<file path="config.mk">
export PLATFORM = sky130hd
export DESIGN_NAME = bundle_serializer
export DESIGN_NICKNAME = d
export VERILOG_FILES = /design/src/rtl/bundle_serializer.sv
export SDC_FILE = /design/constraint.sdc
export NUM_CORES = 1
export LEC_CHECK = 0
export ABC_CLOCK_PERIOD_IN_PS = 2800
export BUFFER_PORTS_ARGS = -buffer_cell sky130_fd_sc_hd__buf_2
export CAP_MARGIN = 20
export CORE_AREA = 2 2 39 41
export CTS_CLUSTER_SIZE = 25
export DETAILED_ROUTE_END_ITERATION = 6
export DIE_AREA = 0 0 41 43
export GPL_TIMING_DRIVEN = 0
export SYNTH_ARGS = -nofsm -noshare
export SYNTH_HDL_FRONTEND = slang
export SYNTH_SLANG_ARGS = --single-unit
</file>
<file path="constraint.sdc">
create_clock -name clk -period 2.8 [get_ports clk]
set_clock_uncertainty 0.15 [all_clocks]
set_input_delay 0.56 -clock clk [delete_from_list [all_inputs] [get_ports clk]]
set_output_delay 0.56 -clock clk [all_outputs]
set_load 0.03 [all_outputs]
</file>
<file path="src/rtl/bundle_serializer.sv">
// Serializes a LANES-wide masked bundle into one lane per beat, lowest lane first.
// Holds its own copy of the bundle so upstream only needs to present it in the accept cycle.
module bundle_serializer #(
  parameter type T     = logic,
  parameter int  LANES = 2,
  parameter int  IDXW  = $clog2(LANES)
) (
  input  logic             clk,
  input  logic             reset,
  input  logic             mispredict,
  input  logic             valid_in,
  output logic             ready_in,
  input  T                 data_in [LANES],
  input  logic [LANES-1:0] mask_in,
  output logic             valid_out,
  input  logic             ready_out,
  output T                 data_out,
  output logic [IDXW-1:0]  lane_out,
  output logic             last_out,
  output logic [LANES-1:0] pending_out
);

  // Handshakes: a transfer happens on a port exactly in a cycle where its valid and
  // ready are both high; valid never depends on ready on the same port.

  T                 buf_q [LANES];
  T                 buf_d [LANES];
  logic [LANES-1:0] pend_q, pend_d;
  logic [IDXW-1:0]  cur;
  logic             busy;
  logic             fire_out;
  logic             accept;

  always_comb begin
    cur = '0;
    for (int i = LANES - 1; i >= 0; i--) begin
      if (pend_q[i]) cur = IDXW'(i);
    end
  end

  assign busy        = (pend_q != '0);
  assign valid_out   = busy && !mispredict;
  assign fire_out    = valid_out && ready_out;
  assign last_out    = busy && ((pend_q & (pend_q - LANES'(1))) == '0);
  assign pending_out = pend_q;
  assign data_out    = busy ? buf_q[cur] : '0;
  assign lane_out    = busy ? cur : '0;

  // Accepting on the final beat keeps back-to-back bundles bubble-free.
  assign ready_in = !mispredict && reset && (!busy || (fire_out && last_out));
  assign accept   = valid_in && ready_in;

  always_comb begin
    pend_d = pend_q;
    buf_d  = buf_q;
    if (mispredict) begin
      pend_d = '0;
      for (int i = 0; i < LANES; i++) buf_d[i] = '0;
    end else begin
      if (fire_out) pend_d[cur] = 1'b0;
      if (accept) begin
        pend_d = mask_in;
        buf_d  = data_in;
      end
    end
  end

  always_ff @(posedge clk or negedge reset) begin
    if (!reset) begin
      pend_q <= '0;
      for (int i = 0; i < LANES; i++) buf_q[i] <= '0;
    end else begin
      pend_q <= pend_d;
      buf_q  <= buf_d;
    end
  end

endmodule

</file>
## After elaboration in Yosys (flattened, before gate mapping)

Index checks and enable logic that the tools add are counted.

- Register bits after elaboration: 4
- Logic and storage cells: 40

- Reductions and logical operators: 15
- Muxes and demuxes: 14
- Add/sub/neg operators: 1
- Bitwise gates (word level): 4
- Order comparisons: 3

Operators by type and width:

| operator | number |
|---|---|
| $mux 2 | 5 |
| $logic_and 1x1->1 | 8 |
| $mux 1 | 8 |
| $and 2x2->2 | 2 |
| $reduce_bool 2->1 | 2 |
| $reduce_bool 3->1 | 1 |
| $ge 2x2->1 const B | 1 |
| $logic_not 1->1 | 2 |
| $logic_not 2->1 | 1 |
| $lt 1x2->1 const B | 1 |
| $not 1->2 | 1 |
| $not 2->2 | 1 |
| $sub 2x1->2 const B | 1 |
| $demux 1 s1 | 1 |
| $ge 1x1->1 const B | 1 |
| $logic_or 1x1->1 | 1 |

## Depth between registers and ports, before layout

- Depth in word-level cells: 11
- Mapped depth: 5
- Mapped depth without buffers: 5

## Worst setup path before layout

OpenSTA, ideal clock, no wires.

- Path type: flip-flop to output port
- From: reg pend_q[0] (netlist: pending_out[0])
- To: out ready_in
- Setup slack: 0.113 ns
- Path buffers: 0
- Arrival time: 1.977 ns
- Data required time: 2.090 ns
- Stages on the path, launching flop included: 5
- Cell sequence: dfrtp_1 -> inv_1 -> ha_1 -> a21oi_2 -> nor3b_1

- Cells in the longest elaborated chain, start to end: 7
- Elaborated cells between the ends (all ways): 11

RTL lines:

| what | line | text |
|---|---|---|
| start, declared | 28 | `logic [LANES-1:0] pend_q, pend_d;` |
| start signal, assigned | 73 | `pend_q <= pend_d;` |
| $sub 2x1->2 | 44 | `assign last_out = busy && ((pend_q & (pend_q - LANES'(1))) == '0);` |
| $and 2x2->2 | 44 |  |
| $logic_not 2->1 | 44 |  |
| $logic_and 1x1->1 (*) | 44 |  |
| named net last_out | 19 | `output logic last_out,` |
| $logic_and 1x1->1 (*) | 50 | `assign ready_in = !mispredict && reset && (!busy \|\| (fire_out && last_out));` |
| $logic_or 1x1->1 (*) | 50 |  |
| $logic_and 1x1->1 (*) | 50 |  |
| end, declared | 12 | `output logic ready_in,` |

Mark *: on every way through the listed nets, which the timed path passes. The rest lies on a longest branch.

## Final worst setup path

- From: in reset
- To: out ready_in

- Cells in the longest elaborated chain, start to end: 2

RTL lines:

| what | line | text |
|---|---|---|
| start, declared | 9 | `input logic reset,` |
| $logic_and 1x1->1 (2 in a row) | 50 |  |

Every way passes these cells.

==> results.toml <==
[status]
status = "completed"

[timing]
worst_slew_pin_slew_ps = 201.0
setup_slack_ps = 439.6
setup_viol = 0
rsz0062_at_grt = "no"
finalCriticalPeriod_ps = 2360
timing.final.crit_share_pct = 84.30
fmax_mhz = 423.7
fin_tns_setup_ps = 0
slew_viol_final = 0
finalHoldViolations = 0
slew_headroom_pct = 86.60

[finish]
nNetsFinal = 62
fin_util_pct = 32.19
final_area_um2 = 445.4
final_cell_mix = "buf_2 (15), inv_1 (4), ha_1 (4), dfrtp_1 (4)"
fillCellCount = 165
multi_input_comb_area_um2 = 202.7
fin_cells = 63
ff_latch_area_um2 = 100.1
area_growth_pct = 40.16
drive_gt1_share_pct = 51.06
n_antenna_cell = 0
layout_commonest_cell = "buf_2"

[power]
switching_share_pct = 29.60
clockPowerShare_pct = 37.5
p_seq_share_pct = 34.3
power_frac_comb_pct = 28.2
p_sw_mw = 0.05549
powerDensity_nw_per_um2 = 420.9
power_leakage_nw = 0.2425
vdd.ir_drop.worst_mv = 0.1593
p_int_mw = 0.1320

[setup_path]
worst_ep_required_time_ps = 2090
cp_slowest_cell = "dlygate4sd3_1"
startpoint_type = "input pin"
cp.arrival_ps = 1650
critPathBufInv = 3
critical_path.cell_chain = "dlygate4sd3_1, buf_2, nor3b_1, buf_2"
max_stage_delay_ps = 520
crit_type = "input pin to primary output"
crit_top_cell = "buf_2"
path_delay_family = "buffers and inverters"
end_kind = "primary output"
cp_max_fo = 6

[synth]
yosys_warnings = 0
syn_inst = 28
yosys_register_bits = 4
syn_area_per_cell_um2 = 11.35
ys_types = 14
yosysSeqAreaShare_pct = 31.50
synth.cell_area_um2 = 317.8
syn-num-nets = 41

[cts]
clockBufferDepth = 2
htree_levels = 1
clockRootBuffer = "clkbuf_4"
path_clk_slew_ps = 40
clkSinkCount = 4
insertion_delay_ps = 230
cts_tree = "built"
cts_made_buffers = 3

[routing]
drcViolationCount = 0
routed_wl_um = 629
vias = 250
final_antenna_net_count = 0
drt_iter0_drc = 2
vias_per_cell = 3.968
firstDrtPassIters = 2
wire_per_inst_um = 9.984

[floorplanning]
initial_core_util_pct = 22.97
rows = 14
die_x_um = 41
pin_count = 16
dieArea_um2 = 1763
die_h_um = 43
core_area_um2 = 1384

[place]
place_area_um2 = 412.9
io_buffers = 15
dp_cells = 59
gp_congestion = 0.6070
dp_slack_ps = 829.9

[grt]
grt_use_met2_pct = 10.31
grt_use_total_pct = 8.981
grt_max_degree = 8
use_met1_pct = 13.40
first_global_vias = 237
grtUsageMet3_pct = 1.571
antenna_found_initial = 0
top_usage_layer = "met1"
grt_pass1_wl_um = 1014
grt-ovfl-total = 0

[worst_hold_path]
hp-class = "input pin to flop"

[job]
max_cap_viol_count = 0
## metrics by stage
stage	hold slack [ps]	power (mW)
floorplan	114.4	0.1005
global placement	228.3	0.1165
detailed placement	233.0	0.1175
CTS	402.4	0.1905
global route	408.0	0.1977
finish	406.8	0.1875
## power groups by stage
stage               clock, mW  combinational (mW)  sequential, mW
detailed placement          0              0.0522          0.0653
global placement            0              0.0514          0.0650
floorplan                   0              0.0324          0.0681
finish                 0.0702              0.0529          0.0643
global route           0.0744              0.0581          0.0651
CTS                    0.0723              0.0536          0.0645
## Yosys cell counts
master,count,share of area [%]
a21oi_2,1,2.8
a31oi_1,1,2.0
and4bb_2,1,3.9
and4bb_4,1,5.1
dfrtp_1,4,31
ha_1,4,16
inv_1,4,4.7
mux2_4,3,14
mux2i_1,2,6.3
nand2b_1,1,2.0
nor2_1,2,2.4
nor2b_1,2,3.9
nor3b_1,1,2.4
o211a_1,1,3.1
## final timing paths
path | from | cells past startpoint | slack [ps] | endpoint
min in group asynchronous | reset | 2 | 520 | buf_q[0]
hold reg to reg | buf_q[1] | 2 | 500 | buf_q[1]
setup reg to reg | pending_out[0] | 5 | 970 | pending_out[0]
hold / removal | data_in[0] | 2 | 410 | buf_q[0]
max in group asynchronous | reset | 2 | 1840 | pending_out[1]
setup / recovery | reset | 4 | 440 | ready_in
## sequential cells by signal (all words and copies together), names as in the netlist
name / flops
pending_out: 2
buf_q: 2
## cell families after synthesis
family	count (synthesis)	share of synthesized area, %
compound gates	3	7.876
mux	5	20.47
fa+ha+maj	4	15.75
buf+inv	4	4.723
flops	4	31.50
simple gates	8	19.69
## repair_timing
| action | CTS | global route |
|---|---|---|
| hold buffers | 1 | 0 |
| buffers inserted | 0 | 0 |
| endpoints found under the hold margin | 4 | 0 |
| gates resized for setup | 0 | 0 |
## area by class of cell
type / instances / share of cell area, %
Clock buffer: 3 / 5.056
Inverter: 4 / 3.371
Timing Repair Buffer: 16 / 19.10
Tap cell: 16 / 4.494
Sequential cell: 4 / 22.47
Multi-Input combinational cell: 20 / 45.51
## metal layers
metal | vias to the layer above | share of wire (%)
met5 | - | 0
met4 | 0 | 0
met3 | 0 | 6.8
met2 | 12 | 41
met1 | 104 | 52
li1 | 134 | -
No activity file was read; power rests on OpenSTA's default activity.
